==> src/rtl/fact_param_if.sv <==
// Handshake and data bundle for the fact_param multi-cycle factorial unit.
// Ports: n/go from the requester; factorial_out/busy/done/err back to it.
interface fact_param_if #(
    parameter int N_WIDTH   = 8,
    parameter int OUT_WIDTH = 32
);
    logic [N_WIDTH-1:0]   n;
    logic                 go;
    logic [OUT_WIDTH-1:0] factorial_out;
    logic                 busy;
    logic                 done;
    logic                 err;

    modport master (
        output n,
        output go,
        input  factorial_out,
        input  busy,
        input  done,
        input  err
    );

    modport slave (
        input  n,
        input  go,
        output factorial_out,
        output busy,
        output done,
        output err
    );
endinterface

==> src/rtl/fact_param.sv <==
// Sequential factorial unit: n! by descending multiply, overflow-checked.
// Ports: clk, rst (async active-low), bus (fact_param_if.slave: n, go in;
// factorial_out, busy, done, err out; all outputs registered/state-decoded).
module fact_param #(
    parameter int N_WIDTH   = 8,
    parameter int OUT_WIDTH = 32
) (
    input  logic         clk,
    input  logic         rst,
    fact_param_if.slave  bus
);
    localparam int PW = OUT_WIDTH + N_WIDTH;

    typedef enum logic [1:0] {
        IDLE = 2'd0,
        BUSY = 2'd1,
        DONE = 2'd2,
        ERR  = 2'd3
    } state_t;

    state_t               state;
    state_t               state_nxt;
    logic [N_WIDTH-1:0]   cnt;
    logic [OUT_WIDTH-1:0] prod;
    logic [OUT_WIDTH-1:0] fact_q;
    logic [PW-1:0]        p;
    logic                 ovf;
    logic                 last;
    logic                 start;

    // Full-width product so that any overflow bit is visible.
    always_comb begin
        p    = {{N_WIDTH{1'b0}}, prod} * {{OUT_WIDTH{1'b0}}, cnt};
        ovf  = |p[PW-1:OUT_WIDTH];
        last = (cnt <= N_WIDTH'(1));
        // go is only honoured outside BUSY
        start = bus.go && (state != BUSY);
    end

    always_ff @(posedge clk or negedge rst) begin
        if (!rst) begin
            state <= IDLE;
        end else begin
            state <= state_nxt;
        end
    end

    always_comb begin
        state_nxt = state;
        unique case (state)
            IDLE, DONE, ERR: begin
                if (bus.go) begin
                    state_nxt = BUSY;
                end
            end
            BUSY: begin
                if (last) begin
                    state_nxt = DONE;
                end else if (ovf) begin
                    state_nxt = ERR;
                end
            end
        endcase
    end

    always_ff @(posedge clk or negedge rst) begin
        if (!rst) begin
            cnt    <= '0;
            prod   <= '0;
            fact_q <= '0;
        end else if (start) begin
            // factorial_out keeps its old value until the next completion
            cnt  <= bus.n;
            prod <= OUT_WIDTH'(1);
        end else if (state == BUSY) begin
            unique case (1'b1)
                last: begin
                    fact_q <= prod;
                end
                !last && ovf: begin
                    fact_q <= '0;
                end
                !last && !ovf: begin
                    prod <= p[OUT_WIDTH-1:0];
                    cnt  <= cnt - N_WIDTH'(1);
                end
            endcase
        end
    end

    always_comb begin
        bus.busy          = (state == BUSY);
        bus.done          = (state == DONE) || (state == ERR);
        bus.err           = (state == ERR);
        bus.factorial_out = fact_q;
    end
endmodule

==> src/flat_wrapper.sv <==
// flat-port wrapper written by rule: the top's interface ports become plain ports
module fact_param_flat 
#(
    parameter int N_WIDTH   = 8,
    parameter int OUT_WIDTH = 32
)
  (clk, rst, bus_n, bus_go, bus_factorial_out, bus_busy, bus_done, bus_err);
  fact_param_if #(.N_WIDTH(N_WIDTH), .OUT_WIDTH(OUT_WIDTH)) bus_i ();
  input  logic clk;
  input  logic rst;
  input wire logic [$bits(bus_i.n)-1:0] bus_n;
  input wire logic [$bits(bus_i.go)-1:0] bus_go;
  output wire logic [$bits(bus_i.factorial_out)-1:0] bus_factorial_out;
  output wire logic [$bits(bus_i.busy)-1:0] bus_busy;
  output wire logic [$bits(bus_i.done)-1:0] bus_done;
  output wire logic [$bits(bus_i.err)-1:0] bus_err;
  assign bus_i.n = bus_n;
  assign bus_i.go = bus_go;
  assign bus_factorial_out = bus_i.factorial_out;
  assign bus_busy = bus_i.busy;
  assign bus_done = bus_i.done;
  assign bus_err = bus_i.err;
  fact_param #(.N_WIDTH(N_WIDTH), .OUT_WIDTH(OUT_WIDTH)) u_core (.clk(clk), .rst(rst), .bus(bus_i));
endmodule
==> config.mk <==
export PLATFORM = sky130hd
export DESIGN_NAME = fact_param_flat
export DESIGN_NICKNAME = d
export VERILOG_FILES = /design/src/rtl/fact_param_if.sv /design/src/rtl/fact_param.sv /design/src/flat_wrapper.sv
export SDC_FILE = /design/constraint.sdc
export NUM_CORES = 1
export LEC_CHECK = 0
export CAP_MARGIN = 40
export CORE_MARGIN = 4
export CORE_UTILIZATION = 30
export CTS_BUF_LIST = sky130_fd_sc_hd__clkbuf_16
export CTS_CLUSTER_DIAMETER = 30
export CTS_CLUSTER_SIZE = 16
export DETAILED_ROUTE_END_ITERATION = 8
export MAX_ROUTING_LAYER = met4
export PLACE_DENSITY = 0.48
export SETUP_SLACK_MARGIN = 0.2
export SLEW_MARGIN = 20
export SYNTH_ARGS = -nofsm -noshare
export SYNTH_HDL_FRONTEND = slang
export SYNTH_SLANG_ARGS = --single-unit
==> constraint.sdc <==
create_clock -name clk -period 6.9 [get_ports clk]
set_input_delay 2.07 -clock clk [delete_from_list [all_inputs] [get_ports clk]]
set_output_delay 2.07 -clock clk [all_outputs]
set_load 0.05 [all_outputs]
==> results.ini, run 1 <==
[die]
core.rowCount=71
ios=46
core-area_mm2=0.0376
initial_core_util=0.304
dieArea_mm2=0.0413
die_y_um=203
die_w_um=203

[global_routing]
grt_pass1_wl_um=54700
grt_util_all_layers=0.171
grt.overflow.total=0
grt_pass1_vias=9705
grt_max_degree=48
antenna_found_initial=1

[route]
drtIter0Drc=430
post-route-drc-count=0
final_antenna_net_count=0
routedWlPerCell_um=18.5
routed_wl_um=32900
via_count=8848
first_pass_iters=5
vias_per_cell=4.97

[critical_path]
slowest_delay_ns=0.61
reg2reg_slack_ns=0.65
r2r_cells=19
crit_arrival_ns=6.54
cp.buffers_inverters=3
cp_max_fo=30
critPathKind=reg2reg
cp_top_family=adder cells
crit_start=u_core.cnt[3]
path_cells=buf_4 -> buf_4 -> and2_1 -> fa_1 -> fa_1 -> fa_1 -> fa_1 -> ha_1 -> a21oi_1 -> o21ai_0 -> o21bai_1 -> mux2_2 -> o2111ai_1 -> a211o_1 -> nor3_2 -> nand4b_1 -> buf_12 -> or4b_1 -> nand3_1
crit_path_start_kind=flip-flop
crit_cells=19
crit_required_ns=7.19
critPathCaptureType=flip-flop
cp_common_cell=fa_1
r2r_start=u_core.cnt[3]
slowest_stage=fa_1

[synth]
synth_edf_count=0
synth_warnings=0
syn_inst=1254
synth-seq-area-share=0.162
syn_area_mm2=0.0114
async_flop_share=1.00
ys.flop_type=dfrtp_1
yosys_register_bits=74
synthTopCellsByArea=fa_1 32%, dfrtp_1 16%, and2_1 12%
yosysTopAreaCell=fa_1
yosys.area.top_type_share=0.315
yosys.cell_types.count=64
syn-num-nets=1507
synth.avg_cell_area_um2=9.11

[sta]
rsz0062_at_grt=false
hold_viol_final=0
finalCritPeriodShare=0.906
clock_skew_ns=0.00945
slew_headroom=0.538
setup_violations=0
fin_setup_tns_ns=0
fmax_mhz=160
worst_slew_pin_slew_ns=0.693
drv_slew=0
final.min_clock_period_ns=6.25

[cts]
tritoncts=yes
insertion_delay_ns=0.36
ctsHoldBuffers=0
clk_path_buf_depth=2
clock_sinks=74
clk_pin_slew_ns=0.07
htreeDepth=3
clock-root-buffer=clkbuf_16
numCtsBuffers=9
ctsResizeCount=0
post_cts_buffers=0

[layout]
final_cell_count_no_fill=1782
regArea_mm2=0.00186
final_common_cell=and2_1
num-nets-final=1519
area_growth_pct=12.7
mostFrequentLayoutCells=220 x and2_1, 180 x fa_1, 172 x inv_1
layout.core_utilization=0.343
antenna_cells=0
fillers=3857
drive_above_1_share=0.0527
multiInputGateArea_mm2=0.00865

[place]
dp_cells=1765
dp_hpwl_um=24900
io_buffers=45
place_congestion=0.921

[outcome]
status=finished clean

[flow_run]
drv_cap=0

[worst_hold_path]
hp-start=u_core.bus.factorial_out[4]
min_path_type=reg2reg
worstHoldPathCells=1

## final timing paths
kind,endpoint
setup / recovery,u_core.cnt[2]
hold / removal,u_core.bus.factorial_out[4]
setup reg to reg,u_core.cnt[2]
hold reg to reg,u_core.bus.factorial_out[4]
max in group asynchronous,u_core.cnt[0]
min in group asynchronous,u_core.bus.factorial_out[25]
## registers in the layout, summed over array words and instances, names as in the netlist
| signal | flops |
|---|---|
| u_core.bus.factorial_out | 32 |
| u_core.cnt | 8 |
| u_core.prod | 32 |
| u_core.state | 2 |
## final cells by class
| cell class | instances | area share |
|---|---|---|
| multi-input combinational | 933 | 0.672 |
| inverter | 172 | 0.0501 |
| tap | 511 | 0.0497 |
| timing repair buffer | 76 | 0.0589 |
| clock inverter | 7 | 0.00777 |
| clock buffer | 9 | 0.0175 |
| sequential | 74 | 0.144 |
## kinds of logic after synthesis
| family | after synthesis | share of synthesized area |
|---|---|---|
| muxes | 27 | 0.0238 |
| adders and majority gates | 242 | 0.383 |
| DFF | 74 | 0.162 |
| buffers and inverters | 247 | 0.0822 |
| xor gates and xnor gates | 30 | 0.0230 |
| AOI/OAI and AO/OA | 190 | 0.114 |
| and+or+nand+nor | 444 | 0.212 |
## through the flow
stage | setup slack, ns | instance area (um^2) | hold WS (ns)
final | 0.648 | 12900 | 0.508
after global routing | 0.233 | 12900 | 0.522
after CTS | 0.499 | 12900 | 0.509
after detailed placement | 0.556 | 12500 | 0.491
after global placement | 0.607 | 12500 | 0.488
after floorplan | 1.21 | 11400 | 0.478
## metal layers
metal  track usage  vias up  share of wire
li1              -     4050              -
met1         0.237     4559           0.48
met2         0.269      202           0.46
met3        0.0227       37          0.042
met4        0.0419        0          0.019
met5             -        -              0
## Yosys cell counts, types with 4 or more instances
cell type  count
nand2_1       86
xor2_1        10
and2_1       220
mux2i_1       26
nor4_1         5
and4_1         5
nor2_1        55
and3_1         9
o21a_1         6
a21o_1        10
dfrtp_1       74
fa_1         180
clkbuf_1      62
a22o_1        32
a31oi_1        8
or3_1          4
nand3_1       25
a21oi_1       50
o21ai_0       33
inv_1        172
ha_1          62
o211ai_1       9
xnor2_1       20
buf_2          9
a211oi_1       6
or4_1          4
nor3_1         7
nand4_1        8
o21bai_1       5
Power of run 1 is left out: the tool's default activity adds up to more than one toggle a clock period on the data nets, which glitch-free logic cannot reach.
==> run 2: changes to the inputs <==
==> constraint.sdc (replaced) <==
create_clock -name clk -period 7.8 [get_ports clk]
set_input_delay 2.34 -clock clk [delete_from_list [all_inputs] [get_ports clk]]
set_output_delay 2.34 -clock clk [all_outputs]
set_load 0.05 [all_outputs]
==> run 2 against run 1 <==
  * Clock skew decreased by 0.0035 ns
  * Cell area decreased by 0.32%
  * Non-clock buffer count decreased by 5
  * First-iteration DRC count decreased by 4.7%
  * Routed wire length decreased by 2.3%
==> results.ini, run 2 (synthesis results as in run 1) <==
[route]
via_count=8693  ; was 8,848
drtIter0Drc=410  ; was 430
post-route-drc-count=0  ; unchanged
routedWlPerCell_um=18.1  ; was 18.5 um
routed_wl_um=32100  ; was 32,900 um
final_antenna_net_count=0  ; unchanged
first_pass_iters=5  ; unchanged
vias_per_cell=4.89  ; was 4.97

[layout]
antenna_cells=0  ; unchanged
mostFrequentLayoutCells=220 x and2_1, 180 x fa_1, 172 x inv_1  ; unchanged
drive_above_1_share=0.0450  ; was 0.0527
num-nets-final=1514  ; was 1,519
area_growth_pct=12.3  ; was 12.7%
final_common_cell=and2_1  ; unchanged

[cts]
clock-root-buffer=clkbuf_16  ; unchanged
ctsHoldBuffers=0  ; unchanged
clk_path_buf_depth=2  ; unchanged
insertion_delay_ns=0.35  ; was 0.36 ns
numCtsBuffers=9  ; unchanged
ctsResizeCount=0  ; unchanged
htreeDepth=3  ; unchanged
clock_sinks=74  ; unchanged
post_cts_buffers=0  ; unchanged
clk_pin_slew_ns=0.07  ; about the same
tritoncts=yes  ; unchanged

[sta]
drv_slew=0  ; unchanged
clock_skew_ns=0.00594  ; was 0.00945 ns
whs_ns=0.504  ; was 0.508 ns
fin_setup_tns_ns=0  ; unchanged
fmax_mhz=145  ; was 160 MHz
setup_violations=0  ; unchanged
slew_headroom=0.454  ; was 0.538
worst_slew_pin_slew_ns=0.819  ; was 0.693 ns
rsz0062_at_grt=false  ; unchanged
finalCritPeriodShare=0.882  ; was 0.906
final.min_clock_period_ns=6.88  ; was 6.25 ns
hold_viol_final=0  ; unchanged

[global_routing]
antenna_found_initial=0  ; was 1
grt_pass1_wl_um=54100  ; was 54,700 um
grt_util_all_layers=0.168  ; was 0.171
grt.overflow.total=0  ; unchanged
grt_max_degree=45  ; was 48
grt_pass1_vias=9427  ; was 9,705

[critical_path]
crit_required_ns=8.02  ; was 7.19 ns
critPathKind=reg2reg  ; unchanged
crit_arrival_ns=7.10  ; was 6.54 ns
critPathCaptureType=flip-flop  ; unchanged
crit_path_start_kind=flip-flop  ; unchanged
cp_max_fo=24  ; was 30

[place]
place_congestion=0.896  ; was 0.921
io_buffers=45  ; unchanged
dp_hpwl_um=25200  ; was 24,900 um

[die]
die_y_um=203  ; unchanged
dieArea_mm2=0.0413  ; unchanged
initial_core_util=0.304  ; unchanged
core-area_mm2=0.0376  ; unchanged
ios=46  ; unchanged
core.rowCount=71  ; unchanged
die_w_um=203  ; unchanged

[flow_run]
drv_cap=0  ; unchanged

[outcome]
status=finished clean  ; unchanged

[worst_hold_path]
min_path_type=reg2reg  ; unchanged

run 2: final cells by class:
cell class	count	area, um^2
Sequential cell	74	1850
Timing Repair Buffer	71	713
Clock inverter	7	101
Tap cell	511	639
Clock buffer	9	225
Multi-Input combinational cell	933	8660
Inverter	172	646
Fill cell	3911	24700
run 2: per-layer routing:
layer / up-vias / wire (um) / global-route usage
met5: - / 0 / -
met4: 0 / 467 / 0.0357
met3: 30 / 1170 / 0.0164
met2: 177 / 14600 / 0.257
met1: 4442 / 15900 / 0.244
li1: 4044 / - / -
run 2: worst paths after layout:
| path | slack, ns | to | cells after the start | startpoint |
|---|---|---|---|---|
| max | 0.92 | u_core.prod[9] | 18 | u_core.cnt[5] |
| min | 0.50 | u_core.bus.factorial_out[3] | 1 | u_core.bus.factorial_out[3] |
| max reg2reg | 0.92 | u_core.prod[9] | 18 | u_core.cnt[5] |
| min reg2reg | 0.50 | u_core.bus.factorial_out[3] | 1 | u_core.bus.factorial_out[3] |
| max in group asynchronous | 4.87 | u_core.cnt[0] | 2 | rst |
| min in group asynchronous | 1.94 | u_core.bus.factorial_out[24] | 1 | rst |
run 2: stage by stage:
stage,utilization,instances,worst slack (ns),cell area [um^2]
after floorplan,-,1254,2.11,11400
after global placement,0.330,1755,0.784,12400
after detailed placement,0.333,1761,0.895,12500
after CTS,0.342,1777,0.859,12800
after global routing,0.342,1777,0.542,12800
final,0.342,1777,0.921,12800
run 2: critical path, stage by stage, from the launching register on:
cell	delay [ns]
dfrtp_1	0.87
buf_4	0.34
and2_1	0.18
fa_1	0.44
fa_1	0.55
fa_1	0.44
fa_1	0.45
ha_1	0.39
a21oi_1	0.36
o21ai_0	0.30
a2111oi_0	0.52
a21oi_1	0.17
and2_1	0.20
a211oi_1	0.23
nor2_1	0.11
nand4b_1	0.47
buf_4	0.43
mux2i_1	0.23
nor2_1	0.05
Power of run 2 is left out for the same reason.
